File: src/rtl/fifo_eth_rd_stream.sv
// Read-side adapter for the Ethernet byte FIFO: 3-entry skid buffer, valid/ready stream, SOF/EOF framing.
// Optional stall/packet counters are built when FIFO_ETH_RD_STATS_EN is defined.
module fifo_eth_rd_stream #(
    parameter int DATA_WIDTH = 32,
    parameter int PKT_WORDS  = 16,
    parameter int CNT_WIDTH  = 16
) (
    input  logic                  rd_clk,
    input  logic                  rd_rst_n,
    output logic                  fifo_rd_en,
    input  logic [DATA_WIDTH-1:0] fifo_rd_data,
    input  logic                  fifo_rd_empty,
    output logic                  m_valid,
    input  logic                  m_ready,
    output logic [DATA_WIDTH-1:0] m_data,
    output logic                  m_sof,
    output logic                  m_eof,
    output logic [CNT_WIDTH-1:0]  word_idx,
    output logic [CNT_WIDTH-1:0]  stall_cnt,
    output logic [CNT_WIDTH-1:0]  pkt_cnt
);

    localparam logic [CNT_WIDTH-1:0] LAST_IDX = CNT_WIDTH'(PKT_WORDS - 1);

    logic [DATA_WIDTH-1:0] mem [3];
    logic [1:0]            occ;
    logic [1:0]            wp;
    logic [1:0]            rp;
    logic                  inflight;
    logic [2:0]            level;
    logic                  pop;

    // Count the outstanding read so the buffer can never be overrun.
    assign level      = {1'b0, occ} + {2'b00, inflight};
    assign fifo_rd_en = rd_rst_n & ~fifo_rd_empty & (level < 3'd3);
    assign m_valid    = (occ != 2'd0);
    assign m_data     = mem[rp];
    assign pop        = m_valid & m_ready;
    assign m_sof      = m_valid & (word_idx == '0);
    assign m_eof      = m_valid & (word_idx == LAST_IDX);

    function automatic logic [1:0] ptr_next(input logic [1:0] p);
        return (p == 2'd2) ? 2'd0 : p + 2'd1;
    endfunction

    always_ff @(posedge rd_clk) begin
        if (!rd_rst_n) begin
            occ      <= '0;
            inflight <= 1'b0;
            wp       <= '0;
            rp       <= '0;
            word_idx <= '0;
            for (int i = 0; i < 3; i++) begin
                mem[i] <= '0;
            end
        end else begin
            assert (level <= 3'd3);
            inflight <= fifo_rd_en;
            if (inflight) begin
                mem[wp] <= fifo_rd_data;
                wp      <= ptr_next(wp);
            end
            if (pop) begin
                rp       <= ptr_next(rp);
                word_idx <= (word_idx == LAST_IDX) ? '0
                                                   : word_idx + CNT_WIDTH'(1);
            end
            unique case ({inflight, pop})
                2'b10:   occ <= occ + 2'd1;
                2'b01:   occ <= occ - 2'd1;
                default: occ <= occ;
            endcase
        end
    end

`ifdef FIFO_ETH_RD_STATS_EN
    // Starvation only counts inside a packet; idle gaps between packets are free.
    always_ff @(posedge rd_clk) begin
        if (!rd_rst_n) begin
            stall_cnt <= '0;
            pkt_cnt   <= '0;
        end else begin
            if (m_ready & ~m_valid & (word_idx != '0) & (stall_cnt != '1)) begin
                stall_cnt <= stall_cnt + CNT_WIDTH'(1);
            end
            if (pop & m_eof) begin
                pkt_cnt <= pkt_cnt + CNT_WIDTH'(1);
            end
        end
    end
`else
    assign stall_cnt = '0;
    assign pkt_cnt   = '0;
`endif

endmodule

File: config.mk
export PLATFORM = sky130hd
export DESIGN_NAME = fifo_eth_rd_stream
export DESIGN_NICKNAME = d
export VERILOG_FILES = /design/src/rtl/fifo_eth_rd_stream.sv
export SDC_FILE = /design/constraint.sdc
export NUM_CORES = 1
export LEC_CHECK = 0
export CAP_MARGIN = 5
export CORE_ASPECT_RATIO = 1.75
export CORE_MARGIN = 5
export CORE_UTILIZATION = 25
export CTS_BUF_LIST = sky130_fd_sc_hd__clkbuf_16
export DETAILED_ROUTE_END_ITERATION = 6
export PLACE_DENSITY = 0.55
export SLEW_MARGIN = 20
export SYNTH_ARGS = -nofsm -noshare
export SYNTH_HDL_FRONTEND = slang
export SYNTH_SLANG_ARGS = --single-unit
File: constraint.sdc
create_clock -name rd_clk -period 10.1 [get_ports rd_clk]
set_input_delay 1.01 -clock rd_clk [delete_from_list [all_inputs] [get_ports rd_clk]]
set_output_delay 1.01 -clock rd_clk [all_outputs]
set_load 0.05 [all_outputs]
==> metrics, run 1 <==
Critical Path Max Stage Delay=0.88 ns; CP cell instances=clkdlybuf4s50_1, clkinv_1, a2111oi_0, clkdlybuf4s50_1; #FFs+latches synth=about 150; Die Y=between 200 and 250 µm; Logic pwr share=between 20% and 30%; I/O pins=120; GR Util All Layers=a little over a tenth; post-DR wirelength/cell=roughly 18 µm; hold_buf cts=0; post-route ant nets=0; final hold vios=0; Rows=79; FILL cells=2537; CP Class=input port to output pin; initial antenna violation count=3; clock power share=a little over a third; Data arrival, critical path=about 3.3 ns; DR vias/cell=approximately 4.3; Final Max Tran Viols=0; post-detail-place hpwl=about 10000 µm; Pwr Density=about 210 nW/µm²; post-cts sizing count=0; Critical path origin=rd_rst_n; Switch Pwr=between 500 and 600 µW; Avg Synthesized Cell Area=~15 µm²; Hold Crit Class=flip-flop to flip-flop; Synth Warn #=0; Starting Density=between 20% and 30%; end of the worst register-to-register path=occ[1]; routed vias=3789; Max Clock Freq=234 MHz; Pint=1250 µW; leak pwr=a little under 0.003 µW; Least-Margin Pin Slew=~1.1 ns; global route overflow=0; postcts setup bufs=0; 1st-pass router iterations=4; CTS buffer count=17; CTS tree=built; Synth Instances=about 450; Tot Pwr=approximately 1800 µW; Max FO, Critical Path=9; Final GP Congestion=0.714; core area=between 20000 and 30000 µm²; die area=30100 µm²; startpoint types=input port; most frequent cells in the layout=128 x edfxtp_1, 96 x and2_1, 87 x clkdlybuf4s50_1, 32 x mux4_2, 32 x conb_1; RSZ-0062 raised after global routing=no; fin crit share=42.3%; H-Tree Depth=4; Sum Neg Setup Slack=0 ns; commonest non-fill, non-tap cell in the layout=edfxtp_1; port bufs=just under 90; status=finished clean; clock latency on the worst-skew pair=between 0.4 and 0.5 ns; r2r worst-path depth=5; DR iter-0 viols=260; CP most frequent cell=clkdlybuf4s50_1; minimum clock period=around 4.3 ns; root buf cell=clkbuf_16; Clock transition at path regs=0.06 ns; count of cell types in the netlist=35; Crit. End Element=output pin; Sw Ratio=between 30 and 40%; largest net degree at the start of global routing=33; vias in the first global route=approximately 4200; Max IR drop VDD=around 0.000093 V; RR Startpoint=occ[0]; Max clock buf depth=2; global-route wire length before repair=roughly 24000 µm; cell family with most CP delay=buffers and inverters; Critical Path RT=slightly above 9 ns; r2r setup slk=7.92 ns; die width=133 µm; Post-Syn Area=6650 µm²; register area share after synthesis=between 60 and 70%; clk sink count=roughly 150; WHS Path Cells=2; Worst slew margin=a little over a quarter; drt drc=0; nets=about 580; slowest cell on the critical path=clkdlybuf4s50_1; worst path bufs/invs=3; MaxCap Viol Count=0; share of cells above drive strength 1=14.0%; hold wc startpoint=rp[0]; Layout area overhead=26.4%; Seq pwr share=about two fifths; worst-case clock skew=around 0.0065 ns; final setup fails=0; aggregate routed wire length=about 16000 µm
==> per-stage QoR <==
step / utilization (%) / cells / hold slack [ns] / setup slack, ns / cell area [µm²]
3_3_place_gp: 29.6 / 842 / 0.478 / 5.83 / 7800
4_1_cts: 31.9 / 875 / 0.502 / 5.82 / 8410
2_1_floorplan: - / 478 / 0.460 / 5.52 / 6770
6_report: 31.9 / 877 / 0.493 / 5.83 / 8410
3_5_place_dp: 29.6 / 843 / 0.492 / 5.81 / 7820
5_1_grt: 31.9 / 876 / 0.553 / 5.72 / 8410
==> sequential cells by signal (all words and copies together) (netlist names), named ones only <==
signal and count:
mem 128, word_idx 16, occ 2, rp 2, wp 2, inflight 1
==> cell type report <==
class	instances	area, µm²	area share (%)
clock inverter	15	160	1.90
multi-input combinational	267	2120	25.2
clock buffer	17	425	5.06
timing repair buffer	92	921	10.9
antenna	2	5.00	0.0595
sequential	153	4350	51.7
inverter	7	26.3	0.312
tap	324	405	4.82
==> kinds of logic (layout without fill, tap and decap cells) <==
logic type                 count (synthesis)  after routing  share of synthesized area (%)
other                                      1             34                         0.0564
buffers and inverters                     58            131                           5.17
AOI/OAI and AO/OA                         24             24                           2.09
xor gates and xnor gates                  11             11                           1.45
DFF                                      153            153                           65.3
muxes                                     32             32                           10.8
and+or+nand+nor                          163            163                           14.2
adders and majority gates                  5              5                          0.940
==> metal layers <==
metal / track usage [%] / share of wire [%] / vias up
li1: - / - / 1770
met1: 10.8 / 37 / 1897
met2: 20.4 / 56 / 99
met3: 3.39 / 4.8 / 21
met4: 4.22 / 2.0 / 2
met5: 0 / 0.045 / -
==> power groups by stage <==
stage | clock network, µW | registers, µW | logic, µW
floorplan | 0 | 746 | 313
global placement | 0 | 749 | 435
detailed placement | 0 | 751 | 437
CTS | 649 | 738 | 438
global route | 675 | 741 | 454
finish | 632 | 737 | 429
==> worst max-delay path by stage <==
stage | endpoint | slack (ns) | depth (start not counted)
finish | fifo_rd_en | 5.83 | 4
global route | fifo_rd_en | 5.72 | 4
CTS | fifo_rd_en | 5.82 | 4
detailed placement | fifo_rd_en | 5.81 | 4
global placement | fifo_rd_en | 5.83 | 4
floorplan | fifo_rd_en | 5.52 | 2
==> Yosys cell counts <==
cell type / instances / area, µm²
nand3_1: 5 / 25.0
nand2_1: 13 / 48.8
clkinv_1: 1 / 3.75
nor3_1: 6 / 30.0
mux4_2: 32 / 721
xor2_1: 5 / 43.8
nor4_1: 4 / 25.0
inv_1: 6 / 22.5
o31ai_1: 2 / 15.0
or3_1: 5 / 31.3
dfxtp_1: 25 / 500
or3_4: 1 / 11.3
buf_1: 2 / 7.51
nand4_1: 5 / 31.3
clkbuf_1: 12 / 45.0
ha_1: 5 / 62.6
o21ai_0: 5 / 25.0
a2111oi_0: 2 / 17.5
and3_1: 1 / 6.26
nand3_2: 1 / 10.0
nor2_1: 19 / 71.3
and4_1: 1 / 8.76
or4_1: 2 / 15.0
and2_1: 96 / 601
buf_2: 5 / 25.0
nand2b_1: 2 / 12.5
a21oi_1: 12 / 60.1
conb_1: 1 / 3.75
buf_4: 32 / 240
nor4b_1: 1 / 8.76
xnor2_1: 6 / 52.6
o2111a_1: 1 / 11.3
o21ai_1: 2 / 10.0
or2_2: 1 / 6.26
edfxtp_1: 128 / 3840
==> worst register-to-register path, stage by stage, from the launching register on <==
cell     delay, ns
dfxtp_1       0.38
o21ai_1       0.63
inv_1         0.23
ha_1          0.37
or3_1         0.35
a21oi_1       0.15
(Power assumes the default switching activity.)
==> inputs of run 2 (changes only) <==
PLACE_DENSITY = 0.57   (was 0.55)
clock period = 3.6 ns   (was 10.1 ns; I/O delays follow)
==> run 2 against run 1 <==
  * Core utilization grew 0.18 points
  * Hold slack improved by 0.0045 ns
  * Highest routed layer unchanged
  * Setup slack got worse by 5.3 ns
  * First-iteration DRC count down 32%
==> metrics, run 2 (synthesized netlist as in run 1, its figures left out) <==
status=finished clean; placed cells=between 800 and 900; share of cells above drive strength 1=~14%; global route overflow=0; Crit. End Element=output pin; vias in the first global route=roughly 4200; CP cell instances=buf_12, mux4_2, clkdlybuf4s50_1; initial antenna violation count=2; Clock transition at path regs=roughly 0.060 ns; core area=between 20000 and 30000 µm²; I/O pins=120; final hold vios=0; Largest register FFs=128; clk sink count=roughly 150; die area=approximately 30000 µm²; WHS Path Cells=2; Final Max Tran Viols=0; CTS tree=built; leak pwr=0.00293 µW; Layout area overhead=27.2%; startpoint types=flip-flop; Max clock buf depth=2; Data arrival, critical path=2.66 ns; Starting Density=between 20% and 30%; H-Tree Depth=4; root buf cell=clkbuf_16; global-route wire length before repair=around 23000 µm; 1st-pass router iterations=4; RSZ-0062 raised after global routing=no; Sum Neg Setup Slack=0 ns; post-route ant nets=0; FILL cells=2562; DR vias/cell=about 4.4; routed vias=~3800; CP Class=flip-flop to output pin; aggregate routed wire length=approximately 15000 µm; Max IR drop VDD=0.000251 V; r2r worst-path depth=5; nets=approximately 580; Critical Path Max Stage Delay=just over 0.7 ns; minimum clock period=3.02 ns; postcts setup bufs=0; Critical Path RT=3.24 ns; DR iter-0 viols=~180; die width=~130 µm; top flop regs=mem x128, word_idx x16; post-cts sizing count=0; post-detail-place hpwl=~10000 µm; largest net degree at the start of global routing=33; slowest cell on the critical path=clkdlybuf4s50_1; most frequent cells in the layout=128 x edfxtp_1, 96 x and2_1, 87 x clkdlybuf4s50_1, 32 x mux4_2, 32 x conb_1; worst-case clock skew=around 0.006 ns; hold_buf cts=0; Max Clock Freq=between 300 and 400 MHz; Top reg by flops=mem; Hold Crit Class=flip-flop to flip-flop; GR Util All Layers=between 10% and 20%; Rows=79; Post-Layout Cell Count=879; fin crit share=a little over four fifths; drt drc=0; Final GP Congestion=~0.66; clock latency on the worst-skew pair=about 0.43 ns; Pwr Density=590 nW/µm²; port bufs=87; Least-Margin Pin Slew=roughly 0.97 ns; commonest non-fill, non-tap cell in the layout=edfxtp_1; CTS buffer count=17; Die Y=about 230 µm; Max FO, Critical Path=20; post-DR wirelength/cell=roughly 18 µm; final setup fails=0; Worst slew margin=a little over a third; MaxCap Viol Count=0
## run 2: cell count changes in the layout (fill, tap and decap cells not counted), sizes merged
cell      delta
buf          +3
clkinv       -2
inv          +2
bufinv       -1
clkinvlp     +1
diode        -1
## run 2: final timing paths
check / startpoint / end / slack, ns
setup / recovery: flip-flop / m_data[12] / 0.58
hold / removal: rp[0] / flip-flop / 0.50
setup reg to reg: occ[0] / occ[1] / 1.41
hold reg to reg: rp[0] / flip-flop / 0.50
## run 2: area by class of cell
cell class,count,area (µm²),area share (%)
diodes,1,2.50,0.0296
clock buffers,17,425,5.03
clock inverters,15,138,1.63
inverters,7,26.3,0.311
multi-input cells,267,2120,25.1
flip-flops and latches,153,4350,51.4
well taps,324,405,4.79
repair buffers,95,993,11.7
## run 2: critical path: cells and delay by family (launching register included)
family   cells  cell delay [ns]
mux          1             0.55
flops        1             0.66
buf+inv      2             1.00
## run 2: power breakdown
part	internal (µW)	leakage (µW)	switching (µW)
Combinational	453	0.00117	751
Sequential	2010	0.00149	85.6
Clock	1010	0.000278	693
## run 2: routing by layer
layer | vias to the layer above | global-route usage (%) | routed length [µm]
met5 | - | 0 | 20
met4 | 2 | 4.92 | 355
met3 | 22 | 3.21 | 842
met2 | 110 | 20.4 | 8900
met1 | 1931 | 10.1 | 5280
li1 | 1771 | - | -
## run 2: through the flow
stage	total power, µW	area (µm²)	worst slack, ns	hold slack (ns)	util, %
floorplan	2970	6770	0.343	0.450	-
finish	5000	8460	0.577	0.497	32.1
global placement	3340	7900	0.608	0.485	29.9
detailed placement	3360	7900	0.577	0.493	29.9
CTS	5070	8460	0.455	0.503	32.0
global route	5190	8460	0.379	0.534	32.0
